$ cat src/rtl/tetris_cmd_queue.sv
`default_nettype none
// ============================================================================
// Module   : tetris_cmd_queue
// Brief    : Validates framed MCU command bytes, buffers them in a small
//            first-word-fall-through FIFO and hands them to the game-state
//            FSM over valid/ready. Keeps saturating bad/overflow counters.
// Revision : 1.0 - initial release
// ============================================================================

package tetris_pkg;
    typedef enum logic [2:0] {
        CMD_NONE      = 3'd0,
        CMD_LEFT      = 3'd1,
        CMD_RIGHT     = 3'd2,
        CMD_ROTATE    = 3'd3,
        CMD_SOFT_DROP = 3'd4
    } command_t;
endpackage

module tetris_cmd_queue #(
    parameter int         DEPTH  = 4,
    parameter logic [3:0] HEADER = 4'hA,
    parameter int         CNT_W  = 8
) (
    input  logic                     clk,
    input  logic                     reset_n,
    input  logic [7:0]               rx_byte,
    input  logic                     rx_valid,
    input  logic                     flush,
    output logic [2:0]               cmd,
    output logic                     cmd_valid,
    input  logic                     cmd_ready,
    output logic [$clog2(DEPTH):0]   fifo_count,
    output logic [CNT_W-1:0]         bad_cnt,
    output logic [CNT_W-1:0]         ovf_cnt
);

    localparam int                   c_IDX_W   = $clog2(DEPTH);
    localparam int                   c_PTR_W   = c_IDX_W + 1;
    localparam logic [c_PTR_W-1:0]   c_PTR_ONE = 1;
    localparam logic [CNT_W-1:0]     c_CNT_ONE = 1;
    localparam logic [CNT_W-1:0]     c_CNT_MAX = '1;

    tetris_pkg::command_t r_mem [DEPTH];
    logic [c_PTR_W-1:0]   r_wr_ptr;
    logic [c_PTR_W-1:0]   r_rd_ptr;
    logic [CNT_W-1:0]     r_bad_cnt;
    logic [CNT_W-1:0]     r_ovf_cnt;

    logic w_byte_ok;
    logic w_bad;
    logic w_empty;
    logic w_full;
    logic w_pop;
    logic w_push;
    logic w_drop;

    assign w_byte_ok = (rx_byte[7:4] == HEADER) && !rx_byte[3] &&
                       (rx_byte[2:0] != 3'd0) && (rx_byte[2:0] <= 3'd4);
    assign w_bad     = rx_valid && !w_byte_ok;

    // Extra pointer MSB distinguishes full from empty when the index bits match.
    assign w_empty = (r_wr_ptr == r_rd_ptr);
    assign w_full  = (r_wr_ptr[c_IDX_W] != r_rd_ptr[c_IDX_W]) &&
                     (r_wr_ptr[c_IDX_W-1:0] == r_rd_ptr[c_IDX_W-1:0]);

    // A pop frees the slot the same-cycle push needs, so full+pop still accepts.
    assign w_pop  = !flush && !w_empty && cmd_ready;
    assign w_push = !flush && rx_valid && w_byte_ok && (!w_full || w_pop);
    assign w_drop = !flush && rx_valid && w_byte_ok && w_full && !w_pop;

    always_ff @(posedge clk or negedge reset_n) begin
        if (!reset_n) begin
            r_wr_ptr <= '0;
            r_rd_ptr <= '0;
        end else if (flush) begin
            r_wr_ptr <= '0;
            r_rd_ptr <= '0;
        end else begin
            if (w_push) r_wr_ptr <= r_wr_ptr + c_PTR_ONE;
            if (w_pop)  r_rd_ptr <= r_rd_ptr + c_PTR_ONE;
        end
    end

    always_ff @(posedge clk) begin
        if (w_push) r_mem[r_wr_ptr[c_IDX_W-1:0]] <= tetris_pkg::command_t'(rx_byte[2:0]);
    end

    always_ff @(posedge clk or negedge reset_n) begin
        if (!reset_n) begin
            r_bad_cnt <= '0;
            r_ovf_cnt <= '0;
        end else begin
            if (w_bad && (r_bad_cnt != c_CNT_MAX))  r_bad_cnt <= r_bad_cnt + c_CNT_ONE;
            if (w_drop && (r_ovf_cnt != c_CNT_MAX)) r_ovf_cnt <= r_ovf_cnt + c_CNT_ONE;
        end
    end

    assign cmd_valid  = !w_empty;
    assign cmd        = w_empty ? tetris_pkg::CMD_NONE : r_mem[r_rd_ptr[c_IDX_W-1:0]];
    assign fifo_count = r_wr_ptr - r_rd_ptr;
    assign bad_cnt    = r_bad_cnt;
    assign ovf_cnt    = r_ovf_cnt;

endmodule

`default_nettype wire

$ cat config.mk
export PLATFORM = sky130hd
export DESIGN_NAME = tetris_cmd_queue
export DESIGN_NICKNAME = d
export VERILOG_FILES = /design/src/rtl/tetris_cmd_queue.sv
export SDC_FILE = /design/constraint.sdc
export NUM_CORES = 1
export LEC_CHECK = 0
export ABC_CLOCK_PERIOD_IN_PS = 2000
export CAP_MARGIN = 15
export CORE_MARGIN = 10
export CORE_UTILIZATION = 45
export DETAILED_ROUTE_END_ITERATION = 6
export PLACE_DENSITY = 0.75
export SYNTH_ARGS = -nofsm -noshare
export SYNTH_HDL_FRONTEND = slang
export SYNTH_SLANG_ARGS = --single-unit
$ cat constraint.sdc
create_clock -name clk -period 2 [get_ports clk]
set_input_delay 0.4 -clock clk [delete_from_list [all_inputs] [get_ports clk]]
set_output_delay 0.4 -clock clk [all_outputs]
set_load 0.05 [all_outputs]
# Word level (Yosys, flattened, before mapping)

Memory sizes are Yosys's and may differ from the RTL's.
Cells that the tools add are included.

Register bits after elaboration: 22
Latch bits: 0
Bits in writable memories: 12
Memory bits (read-only): 0
Input bits: 13
Output and inout bits: 23
Word-level logic and storage cells: 48
Memories kept: 1

Memory list:

| name  | depth | bits a word | rd ports | clocked after memory_dff | write ports | line | text |
|---|---|---|---|---|---|---|---|
| r_mem | 4     | 3           | 1        | 0                        | 1           | 44   | `tetris_pkg::command_t r_mem [DEPTH];` |

$add $sub $neg: 5
Multiply operators: 0
Divide/modulo/power cells: 0
$lt $le $gt $ge: 1
Equal/unequal tests: 6
Shift operators: 0
Multiplexer cells: 7
Bitwise operators: 0
Reductions and logical operators: 24

Operators with widths:

| cell                  | number |
|---|---|
| $add A8 B1 Y8 const B | 2 |
| $ne A8 B8 Y1 const B  | 2 |
| $mux W3               | 5 |
| $logic_and A1 B1 Y1   | 14 |
| $add A3 B1 Y3 const B | 2 |
| $logic_not A1 Y1      | 6 |
| $eq A4 B4 Y1 const B  | 1 |
| $reduce_bool A2 Y1    | 2 |
| $eq A3 B3 Y1          | 1 |
| $le A3 B3 Y1 const B  | 1 |
| $reduce_bool A3 Y1    | 1 |
| $sub A3 B3 Y3         | 1 |
| $eq A2 B2 Y1          | 1 |
| $mux W1               | 2 |
| $logic_or A1 B1 Y1    | 1 |
| $ne A1 B1 Y1          | 1 |

# Depth between registers and ports, before layout

Gate-level depths: netlist (run 1).

Depth in word-level cells: 8
Depth in mapped cells: 7
Gate-level depth less buffers: 7

# Worst setup path before layout (run 1)

OpenSTA, ideal clock, no wires.

Path type: flip-flop to output port
Start: register r_rd_ptr[0]
End: output fifo_count[2]
Arrival time: 1.890 ns
Required time: 1.600 ns
Setup slack: -0.290 ns
Stages on the path, launching flop included: 4
Buffers on the path: 0
Path through: dfrtp_1 -> ha_1 -> fa_1 -> xnor2_1

Word-level cells in the longest chain between the ends: 1

RTL lines:

| what                   | line | text |
|---|---|---|
| from (decl)            | 46   | `logic [c_PTR_W-1:0] r_rd_ptr;` |
| from (signal assigned) | 81   | `if (w_pop) r_rd_ptr <= r_rd_ptr + c_PTR_ONE;` |
| $sub A3 B3 Y3          | 101  | `assign fifo_count = r_wr_ptr - r_rd_ptr;` |
| to (decl)              | 33   | `output logic [$clog2(DEPTH):0] fifo_count,` |

Every way passes these cells.

# Final worst setup path (run 1)

Start: register r_rd_ptr[0]
End: output cmd[0]

Word-level cells in the longest chain between the ends: 2
Elaborated cells between the ends (all ways): 3
Classes of those cells: eq/ne (1); mux (1); memory (1)

RTL lines:

| what                                          | line | text |
|---|---|---|
| $mem_v2 Z4 W3 or $eq A3 B3 Y1 (tied branches) | -    |  |
| $mux W3 *                                     | 100  | `assign cmd = w_empty ? tetris_pkg::CMD_NONE : r_mem[r_rd_ptr[c_IDX_W-1:0]];` |
| to (decl)                                     | 30   | `output logic [2:0] cmd,` |

Every way passes the cells marked *; elsewhere a longest branch is shown, timed or not.

==> results of run 1 <==
-- metrics by stage --
stage                     utilization [%]  setup slack (ps)  setup TNS, ps
after global routing                70.49            -86.60         -355.3
final                               70.49            -35.90         -105.4
after global placement              63.40            -313.0          -6329
after floorplan                         -            -10.89         -10.89
after CTS                           68.55            -34.72         -55.81
after detailed placement            63.40            -354.3          -8594
-- logic make-up after synthesis --
kind of cell,count (synthesis),synth area share (%)
fa+ha+maj,10,7.726
simple gates,55,19.02
xor+xnor,17,8.673
flops,34,53.06
buf+inv,9,1.968
mux,7,6.486
compound gates,5,3.061
-- routing by layer --
layer,vias up,share of wire [%]
li1,608,-
met1,648,38
met2,45,52
met3,7,7.9
met4,0,1.5
met5,-,0
-- synth_stat cells --
cell type,count
nor3b_2,1
nand3_1,12
o21ai_0,1
mux4_2,3
and2_1,7
ha_1,9
nor2b_1,1
or2b_1,1
mux2i_1,1
nand4bb_1,1
or3_1,1
nor3_1,5
nand2_1,6
nor4_2,1
o311ai_4,1
edfxtp_1,12
nand4_1,1
a21oi_1,1
nand2b_1,2
buf_1,1
mux2_2,3
xor2_1,7
o41ai_1,1
nor2_1,12
inv_1,8
and3_1,2
dfrtp_1,22
xnor2_1,10
nor4_4,2
o21a_1,1
fa_1,1
-- area by class of cell --
type,instances,area (sq um)
clock buffers,7,76.32
clock inverters,1,30.03
fillers,261,1089
inverters,8,30.03
multi-input cells,94,874.6
flip-flops and latches,34,910.9
well taps,48,60.06
repair buffers,61,618.1
-- worst paths after layout --
| check | end | slack [ps] | cells past startpoint |
|---|---|---|---|
| min | r_mem[0][1] | 450 | 1 |
| min in group asynchronous | bad_cnt[7] | 470 | 2 |
| max reg2reg | ovf_cnt[4] | 50 | 6 |
| max | cmd[0] | -40 | 4 |
| max in group asynchronous | ovf_cnt[3] | 1290 | 2 |
| min reg2reg | ovf_cnt[5] | 510 | 1 |
-- worst reg2reg max path, stage by stage, from the launching register on --
cell	delay, ps
dfrtp_1	400
ha_1	360
nand2_1	150
nor4_4	200
o311ai_4	180
or3_1	410
xnor2_1	130
-- registers in the layout, indices dropped and copies added (netlist names) --
signal    count
bad_cnt       8
ovf_cnt       8
r_mem        12
r_rd_ptr      3
r_wr_ptr      3
-- power by group through the flow --
stage | registers [mW] | clock network [mW] | logic, mW
floorplan | 1.15 | 0 | 0.129
detailed placement | 0.910 | 0 | 0.629
global route | 0.915 | 0.671 | 0.675
finish | 0.899 | 0.625 | 0.632
global placement | 0.901 | 0 | 0.615
CTS | 0.899 | 0.629 | 0.636
-- repair_timing --
action / in CTS / in global routing
pin swaps: 5 / 6
buffers inserted: 5 / 2
gates resized for setup: 14 / 12
setup endpoints to repair: 21 / 33
==> results.json, run 1 <==
{
  "comb_power_share_pct": 29.3,
  "core_sq_mm": 0.003689,
  "fin_skew_ps": 5.864,
  "grt_use_met2_pct": 23.35,
  "place_inst": 238,
  "dieHeight_microns": 81.77,
  "cap_violations": 0,
  "finalHoldViolCount": 0,
  "worst_slack_ps": -35.90,
  "dieWidth_microns": 81.77,
  "path_cells": "buf_6 > mux4_2 > and2_4 > buf_12",
  "crit_fanout": 4,
  "synth_nets": 160,
  "period_share_pct": 101.8,
  "fp-row-count": 22,
  "outcome": "finished with violations",
  "power.internal_mw": 1.401,
  "clockBufferDepth": 2,
  "syn-instance-count": 137,
  "drv_slew": 0,
  "vdd_drop_max_uv": 1112,
  "drive_above_1_share_pct": 35.61,
  "placed_area_sq_mm": 0.002338,
  "use_met3_pct": 6.004,
  "pwr_density_cell_mw_per_mm2": 829.4,
  "grt_usage_pct": 13.36,
  "die_area_sq_mm": 0.006686,
  "htreeDepth": 2,
  "crit_type": "register to primary output",
  "num_vias": 1308,
  "via_per_inst": 5.170,
  "use_met1_pct": 14.06,
  "power.total_mw": 2.156,
  "synth.distinct_cells": 31,
  "synth-seq-area-share_pct": 53.06,
  "r2r_start": "r_wr_ptr[1]",
  "first_iter_violations": 101,
  "start_util_pct": 46.54,
  "dp_hpwl_mm": 3.145,
  "grt_first_pass_wirelength_mm": 6.824,
  "whs_ps": 449.6,
  "portBuffers": 35,
  "synth_top_area_share_pct": 32.07,
  "tightestPinTransition_ps": 508.2,
  "grt_max_degree": 23,
  "postSynthAreaPerCell_sq_um": 12.53,
  "power_switching_mw": 0.7556,
  "worst_ep_required_time_ps": 1600,
  "place_congestion": 0.8041,
  "fin_crit_ps": 2036,
  "worstHoldStart": "rx_byte[1]",
  "dr.pass1.iters": 5,
  "syn_to_final_growth_pct": 51.46,
  "finalSetupViolCount": 4,
  "overflow": 0,
  "slew_headroom_pct": 66.01,
  "synth_top_cell_by_area": "dfrtp_1",
  "final_nets": 227,
  "seqPwrFrac_pct": 41.7,
  "leakage_nw": 1.145,
  "syn_area_sq_mm": 0.001717,
  "final_cells": 253,
  "grt_pass1_vias": 1410,
  "endpoint_kind": "primary output",
  "hp-class": "input port to register",
  "crit_buf_inv": 2,
  "fin_area_sq_mm": 0.002600,
  "slowest_stage": "mux4_2",
  "drcViolationCount": 0,
  "swShare_pct": 35.04,
  "postCtsHoldBufs": 0,
  "cp-startpoint": "r_rd_ptr[0]",
  "start_kind": "register",
  "cts_buffers": 5,
  "layout_commonest_cell": "buf_4",
  "cts_tree": "yes",
  "path_delay_family": "multiplexers",
  "layout_common_cells": "buf_4, dfrtp_1, clkdlybuf4s50_1, nor2_1, edfxtp_1",
  "clockRootBuffer": "clkbuf_8",
  "busiest_layer": "met2",
  "rsz0062_at_grt": "yes",
  "clkPwrFrac_pct": 29.0,
  "drtAntennaViolNets": 0,
  "antenna_found_initial": 0,
  "worst_ep_arrival_time_ps": 1640,
  "clock_latency_ps": 290,
  "cp_slowest_stage_delay_ps": 490,
  "wl_mm": 4.370,
  "max_clock_freq_mhz": 491.2,
  "io_pins": 36,
  "yosys-top-cells-area": "dfrtp_1, edfxtp_1, ha_1",
  "clk_pin_slew_ps": 70,
  "violations": "negative setup slack",
  "synth_seq_cells": 34,
  "post_drt_wl_per_cell_microns": 17.27,
  "diodes": 0,
  "yosys_warnings": 0,
  "cts.sinks": 34
}
(Power assumes the default switching activity.)
==> run 2, diff against run 1 <==
--- a/config.mk
+++ b/config.mk
@@ -7,2 +7,3 @@
 export LEC_CHECK = 0
+export ABC_AREA = 0
 export ABC_CLOCK_PERIOD_IN_PS = 2000
--- a/constraint.sdc
+++ b/constraint.sdc
@@ -3,2 +3,2 @@
 set_output_delay 0.4 -clock clk [all_outputs]
-set_load 0.05 [all_outputs]
+set_load 0.005 [all_outputs]
==> results.json, run 2 (same netlist as run 1, synthesis figures left out) <==
{
  "finalSetupViolCount": 1,
  "worst_slack_ps": -20.93,
  "cts_buffers": 5,
  "leakage_nw": 1.088,
  "r2r_start": "r_rd_ptr[0]",
  "clk_pin_slew_ps": 70,
  "dieWidth_microns": 81.77,
  "dp_hpwl_mm": 3.102,
  "clockRootBuffer": "clkbuf_8",
  "drv_slew": 0,
  "tightestPinTransition_ps": 308.5,
  "num_vias": 1267,
  "fin_skew_ps": 5.470,
  "clock_latency_ps": 280,
  "layout_commonest_cell": "clkdlybuf4s50_1",
  "drive_above_1_share_pct": 30.24,
  "endpoint_kind": "register",
  "use_met1_pct": 13.82,
  "hp-class": "input port to async pin",
  "worst_ep_required_time_ps": 2160,
  "dr.pass1.iters": 4,
  "layout_common_cells": "clkdlybuf4s50_1, buf_4, dfrtp_1, edfxtp_1",
  "fin_crit_ps": 2021,
  "final_nets": 227,
  "overflow": 0,
  "fp-row-count": 22,
  "period_share_pct": 101.0,
  "pwr_density_cell_mw_per_mm2": 709.6,
  "violations": "negative setup slack",
  "post_drt_wl_per_cell_microns": 15.67,
  "grt_max_degree": 23,
  "regArea_sq_um": 910.9,
  "antenna_found_initial": 0,
  "clockBufferDepth": 2,
  "diodes": 0,
  "busiest_layer": "met2",
  "wl_mm": 3.964,
  "r2r_cells": 6,
  "grt_first_pass_wirelength_mm": 6.568,
  "cap_violations": 0,
  "multiInputGateArea_sq_um": 827.0,
  "max_clock_freq_mhz": 494.8,
  "post-route-util_pct": 66.49,
  "syn_to_final_growth_pct": 42.86,
  "via_per_inst": 5.008,
  "outcome": "finished with violations",
  "finalHoldViolCount": 0,
  "crit_type": "register to register",
  "first_iter_violations": 70,
  "cts_tree": "yes",
  "rsz0062_at_grt": "yes",
  "start_util_pct": 46.54,
  "grt_usage_pct": 12.78,
  "drcViolationCount": 0,
  "start_kind": "register",
  "place_congestion": 0.8197,
  "cts.sinks": 34,
  "io_pins": 36,
  "cp-startpoint": "r_rd_ptr[0]",
  "grt_use_met2_pct": 21.47,
  "vdd_drop_max_uv": 551.2,
  "use_met3_pct": 6.223,
  "grt_pass1_vias": 1356,
  "slew_headroom_pct": 79.39,
  "dieHeight_microns": 81.77,
  "worst_ep_arrival_time_ps": 2180,
  "nFillCells": 289,
  "core_sq_mm": 0.003689,
  "htreeDepth": 2,
  "drtAntennaViolNets": 0,
  "largest_register_ffs": 12,
  "crit_fanout": 4,
  "portBuffers": 35,
  "place_ws_ps": -286.6,
  "die_area_sq_mm": 0.006686
}
## run 2: cell count changes in the layout (fill, tap and decap cells not counted), sizes merged
cell / change
bufinv: -1
buf: -10
clkdlybuf4s50: +10
dlygate4sd2: +1
clkdlybuf4s15: -1
clkinv: +2
dlymetal6s2s: -1
## run 2: per-layer routing
layer,up-vias,wire (microns)
met4,0,64
li1,613,-
met3,7,268
met2,27,2069
met1,620,1561
met5,-,0
## run 2: path summary, 6_finish.rpt
kind                               end  slack (ps)
max                         ovf_cnt[4]         -20
min                         bad_cnt[1]         470
max reg2reg                 ovf_cnt[4]         -20
min reg2reg                 ovf_cnt[5]         500
max in group asynchronous  r_wr_ptr[1]        1290
min in group clk           r_mem[3][0]         500
## run 2: report_power, final
part | total, mW | switching (mW) | leakage (nW) | internal (mW)
Combinational | 0.376 | 0.133 | 0.654 | 0.244
Sequential | 0.897 | 0.0990 | 0.391 | 0.798
Clock | 0.467 | 0.228 | 0.0426 | 0.239
Total | 1.74 | 0.460 | 1.09 | 1.28
## run 2: what timing repair did
action / CTS / global route
endpoints found under the setup margin: 7 / 28
setup buffers: 2 / 0
hold buffers: 0 / 0
resized for setup: 25 / 17
pin swaps: 4 / 1
## run 2: worst max-delay path: stages (launching register included)
cell and delay (ps):
dfrtp_1 410, ha_2 370, nand2_1 120, nor4_4 340, o311ai_4 180, or3_1 350
xnor2_1 140
## run 2: stage by stage
step                      hold slack (ps)  cell area [sq um]  total power [mW]  TNS, ps  std cells
after floorplan                     104.4               1717             1.024        0        137
after global placement              487.7               2303             1.267    -5023        243
after detailed placement            487.9               2303             1.287    -6858        243
after CTS                           471.1               2397             1.759   -1.265        253
after global routing                484.2               2452             1.851   -454.5        253
final                               470.8               2452             1.740   -20.93        253
## run 2: final cells by class
cell class,count,share of cell area (%)
Sequential cell,34,37.14
Multi-Input combinational cell,94,33.72
Timing Repair Buffer,61,22.14
Clock buffer,6,2.959
Tap cell,48,2.449
Inverter,8,1.224
Clock inverter,2,0.3571
